[config.mk]
export PLATFORM = sky130hd
export DESIGN_NAME = parity_serializer
export DESIGN_NICKNAME = d
export VERILOG_FILES = /design/src/rtl/parity_serializer.sv
export SDC_FILE = /design/constraint.sdc
export NUM_CORES = 1
export LEC_CHECK = 0
export ABC_AREA = 1
export BUFFER_PORTS_ARGS = -buffer_cell sky130_fd_sc_hd__buf_2
export CORE_AREA = 3 3 46 48
export DETAILED_ROUTE_END_ITERATION = 10
export DIE_AREA = 0 0 49 51
export PLACE_DENSITY = 0.73
export SYNTH_ARGS = -nofsm -noshare
export SYNTH_HDL_FRONTEND = slang
export SYNTH_SLANG_ARGS = --single-unit
[constraint.sdc]
create_clock -name clk -period 1.8 [get_ports clk]
set_clock_uncertainty 0.2 [all_clocks]
set_input_delay 0.18 -clock clk [delete_from_list [all_inputs] [get_ports clk]]
set_output_delay 0.18 -clock clk [all_outputs]
set_load 0.01 [all_outputs]
[src/rtl/parity_serializer.sv]
// ============================================================================
// parity_serializer : serializes a parallel word MSB first and appends an
//                     even-parity bit, using a valid/ready handshake.
// Revision 1.0
// ============================================================================
`default_nettype none

module parity_serializer #(
  parameter int   DATA_WIDTH = 8,
  parameter logic IDLE_LEVEL = 1'b0
) (
  input  logic                  clk,
  input  logic                  rst,
  input  logic [DATA_WIDTH-1:0] dataIn,
  input  logic                  validIn,
  output logic                  readyOut,
  output logic                  seqOut,
  output logic                  frameStart,
  output logic                  frameEnd,
  output logic                  busy
);

  localparam int                CNT_W      = $clog2(DATA_WIDTH);
  localparam logic [CNT_W-1:0]  C_CNT_LAST = CNT_W'(DATA_WIDTH - 1);

  typedef enum logic [1:0] {
    S_IDLE   = 2'd0,
    S_DATA   = 2'd1,
    S_PARITY = 2'd2
  } state_t;

  state_t                r_state;
  logic [DATA_WIDTH-1:0] r_word;
  logic [CNT_W-1:0]      r_cnt;
  logic                  r_seq;
  logic                  r_fs;
  logic                  r_fe;
  logic                  r_busy;

  state_t                w_state_nxt;
  logic [DATA_WIDTH-1:0] w_word_nxt;
  logic [CNT_W-1:0]      w_cnt_nxt;
  logic [CNT_W-1:0]      w_cnt_dec;
  logic                  w_seq_nxt;
  logic                  w_fs_nxt;
  logic                  w_fe_nxt;
  logic                  w_busy_nxt;

  assign w_cnt_dec = r_cnt - CNT_W'(1);

  always_ff @(posedge clk or negedge rst) begin
    if (!rst) begin
      r_state <= S_IDLE;
      r_word  <= '0;
      r_cnt   <= '0;
      r_seq   <= IDLE_LEVEL;
      r_fs    <= 1'b0;
      r_fe    <= 1'b0;
      r_busy  <= 1'b0;
    end else begin
      r_state <= w_state_nxt;
      r_word  <= w_word_nxt;
      r_cnt   <= w_cnt_nxt;
      r_seq   <= w_seq_nxt;
      r_fs    <= w_fs_nxt;
      r_fe    <= w_fe_nxt;
      r_busy  <= w_busy_nxt;
    end
  end

  // Outputs are computed one cycle ahead so that the bit shown after an
  // edge is exactly the one the state entered at that edge owns.
  always_comb begin
    w_state_nxt = r_state;
    w_word_nxt  = r_word;
    w_cnt_nxt   = r_cnt;
    w_seq_nxt   = r_seq;
    w_fs_nxt    = 1'b0;
    w_fe_nxt    = 1'b0;
    w_busy_nxt  = r_busy;

    case (r_state)
      S_IDLE, S_PARITY: begin
        if (validIn) begin
          w_state_nxt = S_DATA;
          w_word_nxt  = dataIn;
          w_cnt_nxt   = C_CNT_LAST;
          w_seq_nxt   = dataIn[DATA_WIDTH-1];
          w_fs_nxt    = 1'b1;
          w_busy_nxt  = 1'b1;
        end else begin
          w_state_nxt = S_IDLE;
          w_seq_nxt   = IDLE_LEVEL;
          w_busy_nxt  = 1'b0;
        end
      end
      S_DATA: begin
        if (r_cnt == '0) begin
          w_state_nxt = S_PARITY;
          w_seq_nxt   = ^r_word;
          w_fe_nxt    = 1'b1;
        end else begin
          w_cnt_nxt   = w_cnt_dec;
          w_seq_nxt   = r_word[w_cnt_dec];
        end
      end
      default: begin
        w_state_nxt = S_IDLE;
        w_seq_nxt   = IDLE_LEVEL;
        w_busy_nxt  = 1'b0;
      end
    endcase
  end

  assign readyOut   = (r_state != S_DATA);
  assign seqOut     = r_seq;
  assign frameStart = r_fs;
  assign frameEnd   = r_fe;
  assign busy       = r_busy;

endmodule

`default_nettype wire

==> flow_metrics.py <==
metrics = {
    "final_layout": {
        "layout_common_cells": "62 x nand2_1, 16 x dfrtp_1, 15 x buf_2, 11 x inv_2, 10 x dlygate4sd3_1",
        "layout_commonest_cell": "nand2_1",
        "area_used_by_multi_input_combinational_logic_sq_um": 420,
        "post_route_cells_drive_above_1_share_pct": 24.0,
        "final-seq-area_sq_um": 427,
        "synthesis_to_finish_area_growth_pct": 25.8,
        "fin_nets": 168,
        "n_fill_cell": 161,
        "antenna-diode-count": 0,
        "layoutNonFillerInstCount": 179,
    },
    "cts": {
        "clkSinkCount": 17,
        "cts_made_buffers": 3,
        "cts.root.buffer_cell": "clkbuf_4",
        "clk_pin_slew_ns": 0.09,
        "cts_tree": "built",
        "htreeDepth": 1,
        "postCtsSetupRepairBufs": 0,
        "clock_insertion_delay_worst_skew_ns": 0.29,
        "clockBufferDepth": 2,
    },
    "detailed_routing": {
        "route.detailed.vias_per_inst": 4.61,
        "drt-initial-drc-count": 15,
        "remaining_drc_errors": 0,
        "drtAntennaViolNets": 0,
        "route.final.wire_length_um": 1760,
        "detailedRoute.firstPassIterationCount": 5,
        "post_drt_wl_per_cell_um": 9.84,
        "via_count": 826,
    },
    "floorplanning": {
        "io_pins": 16,
        "die-width_um": 49,
        "initial_core_utilization_pct": 52.2,
        "die_h_um": 51,
        "std_cell_rows": 15,
        "coreArea_sq_um": 1750,
        "die_area_sq_um": 2500,
    },
    "setup_path": {
        "critPathRequiredTime_ns": 1.79,
        "cp_num_buf_inv": 1,
        "critical_path_peak_fanout": 7,
        "r2r-start": "r_cnt[0]",
        "worst_setup_path_end_kind": "flop",
        "critPathMostFrequentCell": "nand2_1",
        "critPathLaunchType": "flop",
        "path_cells": "inv_4 > ha_1 > xnor2_1 > a21oi_1 > nand2_1 > nand2_1 > nand2_1 > nand2_1",
        "cp_data_arrival_time_ns": 1.66,
        "critical_path.endpoint": "seqOut",
        "worstRegToRegCells": 8,
        "worstSetupStartpoint": "r_cnt[0]",
        "critical_setup_path_kind": "flop to flop",
        "worst_path_dominant_cell_family": "flip-flops",
        "cpPeakStageDelay_ns": 0.44,
        "timing.reg2reg.setup_slack_ns": 0.13,
        "worst_path_max_delay_cell": "dfrtp_2",
        "critical_path_depth": 8,
        "regToRegEndpoint": "seqOut",
    },
    "hold_path": {
        "holdCritPathClass": "input pin to async pin",
    },
    "sta": {
        "fmaxAchievable_ghz": 0.599,
        "timing.final.crit_period_ns": 1.67,
        "rsz0062_at_grt": "false",
        "worst_margin_pin_slew_ns": 0.373,
        "fin_worst_hold_slack_ns": 0.124,
        "finalMaxSlewViolations": 0,
        "post-route-period-util_pct": 92.7,
        "slew-limit-headroom_pct": 74.9,
        "finalSetupTns_ns": 0,
        "post-route-worst-setup-slack_ns": 0.131,
        "final-setup-viol-count": 0,
        "timing_hold_violations_final": 0,
    },
    "placement": {
        "io_buffer_count": 15,
        "post-dp-hpwl_um": 1270,
        "place_ws_ns": 0.0816,
        "gpl.final_weighted_congestion": 0.813,
        "post-place-cells": 165,
    },
    "grt": {
        "first_pass_grt_wire_length_um": 3120,
        "antenna_found_initial": 0,
        "first_global_vias": 753,
        "pin_count_of_the_biggest_net_entering_global_routing": 19,
        "grt.total_usage_pct": 16.8,
        "overflow": 0,
    },
    "yosys": {
        "yosys_warnings": 0,
        "yosys_register_bits": 17,
        "syn_avg_cell_area_sq_um": 7.23,
        "number_of_distinct_library_cells_after_synthesis": 17,
        "postSynthCellCount": 126,
        "synth_sequential_area_ratio_pct": 46.7,
        "synth_nets": 139,
        "synth_area_sq_um": 911,
    },
    "power_and_ir_drop": {
        "seq_power_share_pct": 34.0,
        "power-per-cell-area_nw_per_um2": 1770,
        "static-leakage-power_nw": 0.633,
        "report.power.total_mw": 2.03,
        "power.ir.vdd_worst_mv": 1.00,
        "internal_power_of_the_cells_mw": 1.08,
        "combinationalPowerShare_pct": 56.0,
        "switching_share_pct": 47.0,
        "power.share.clock_pct": 10.0,
        "netSwitchingPower_mw": 0.956,
    },
    "job": {
        "max_cap_viol": 0,
    },
    "run_status": {
        "run_status": "completed",
    },
}
per-stage QoR:
step | util [%] | cell area [sq um]
after CTS | 65.2 | 1140
final | 65.7 | 1150
after detailed placement | 58.0 | 1010
after global routing | 65.7 | 1150
after floorplan | - | 911
after global placement | 58.0 | 1010
worst min path at each step:
| stage | startpoint | end | slack, ns | cells past startpoint |
|---|---|---|---|---|
| finish | rst | seqOut | 0.12 | 2 |
| global route | rst | frameEnd | 0.13 | 2 |
| CTS | rst | seqOut | 0.13 | 2 |
| detailed placement | rst | frameEnd | -0.08 | 1 |
| global placement | rst | frameEnd | -0.09 | 1 |
| floorplan | rst | busy | -0.32 | 0 |
metal layers:
| layer | GRT usage [%] | vias up | part of all wire (%) |
|---|---|---|---|
| li1 | - | 448 | - |
| met3 | 4.37 | 5 | 4.2 |
| met4 | 9.95 | 0 | 2.4 |
| met1 | 18.0 | 355 | 44 |
| met5 | 0 | - | 0 |
| met2 | 29.9 | 18 | 49 |
kinds of logic after synthesis:
logic type | after synthesis | synth area share (%)
and+or+nand+nor | 71 | 32.0
buffers and inverters | 18 | 7.55
AOI/OAI and AO/OA | 17 | 10.0
DFF | 17 | 46.7
adders and majority gates | 2 | 2.75
xor gates and xnor gates | 1 | 0.962
cells in the mapped netlist:
master,n,area [sq um]
nand3_1,1,5.00
inv_1,6,22.5
o21ai_0,8,40.0
nand2_1,62,233
nand2_2,1,6.26
buf_2,1,5.00
nand3_2,1,10.0
ha_1,2,25.0
a22oi_1,1,7.51
nor2_1,4,15.0
o21ai_1,3,15.0
xnor2_1,1,8.76
inv_2,11,41.3
a21oi_1,4,20.0
a21oi_2,1,8.76
nor2_4,2,22.5
dfrtp_1,17,425
power groups by stage:
stage                     Combinational, mW  Sequential [mW]  Clock (mW)
after floorplan                       0.867            0.687           0
after global placement                 1.07            0.688           0
after detailed placement               1.10            0.693           0
after CTS                              1.13            0.686       0.207
after global routing                   1.34            0.716       0.233
final                                  1.14            0.692       0.203
timing repair:
item,CTS,global route
hold buffers,10,0
gates resized for setup,0,4
hold endpoints to repair,27,0
setup endpoints to repair,0,2
area by class of cell:
class | count | share of cell area (%)
flip-flops and latches | 17 | 37.2
well taps | 25 | 2.73
clock buffers | 4 | 2.29
repair buffers | 25 | 15.3
multi-input cells | 91 | 36.7
inverters | 17 | 5.79
registers in the layout, summed over array words and instances, names as in the netlist:
| register | cells |
|---|---|
| frameEnd | 1 |
| r_word | 8 |
| r_state | 2 |
| frameStart | 1 |
| r_cnt | 3 |
| seqOut | 1 |
| busy | 1 |
worst reg2reg max path: cells and delay by family (launching register included):
| kind | cells | cell delay, ns |
|---|---|---|
| DFF | 1 | 0.44 |
| AOI/OAI and AO/OA | 1 | 0.12 |
| xor gates and xnor gates | 1 | 0.33 |
| buffers and inverters | 1 | 0.07 |
| adders and majority gates | 1 | 0.21 |
| and+or+nand+nor | 4 | 0.21 |
Note: power is estimated with default switching activity, not from simulation.
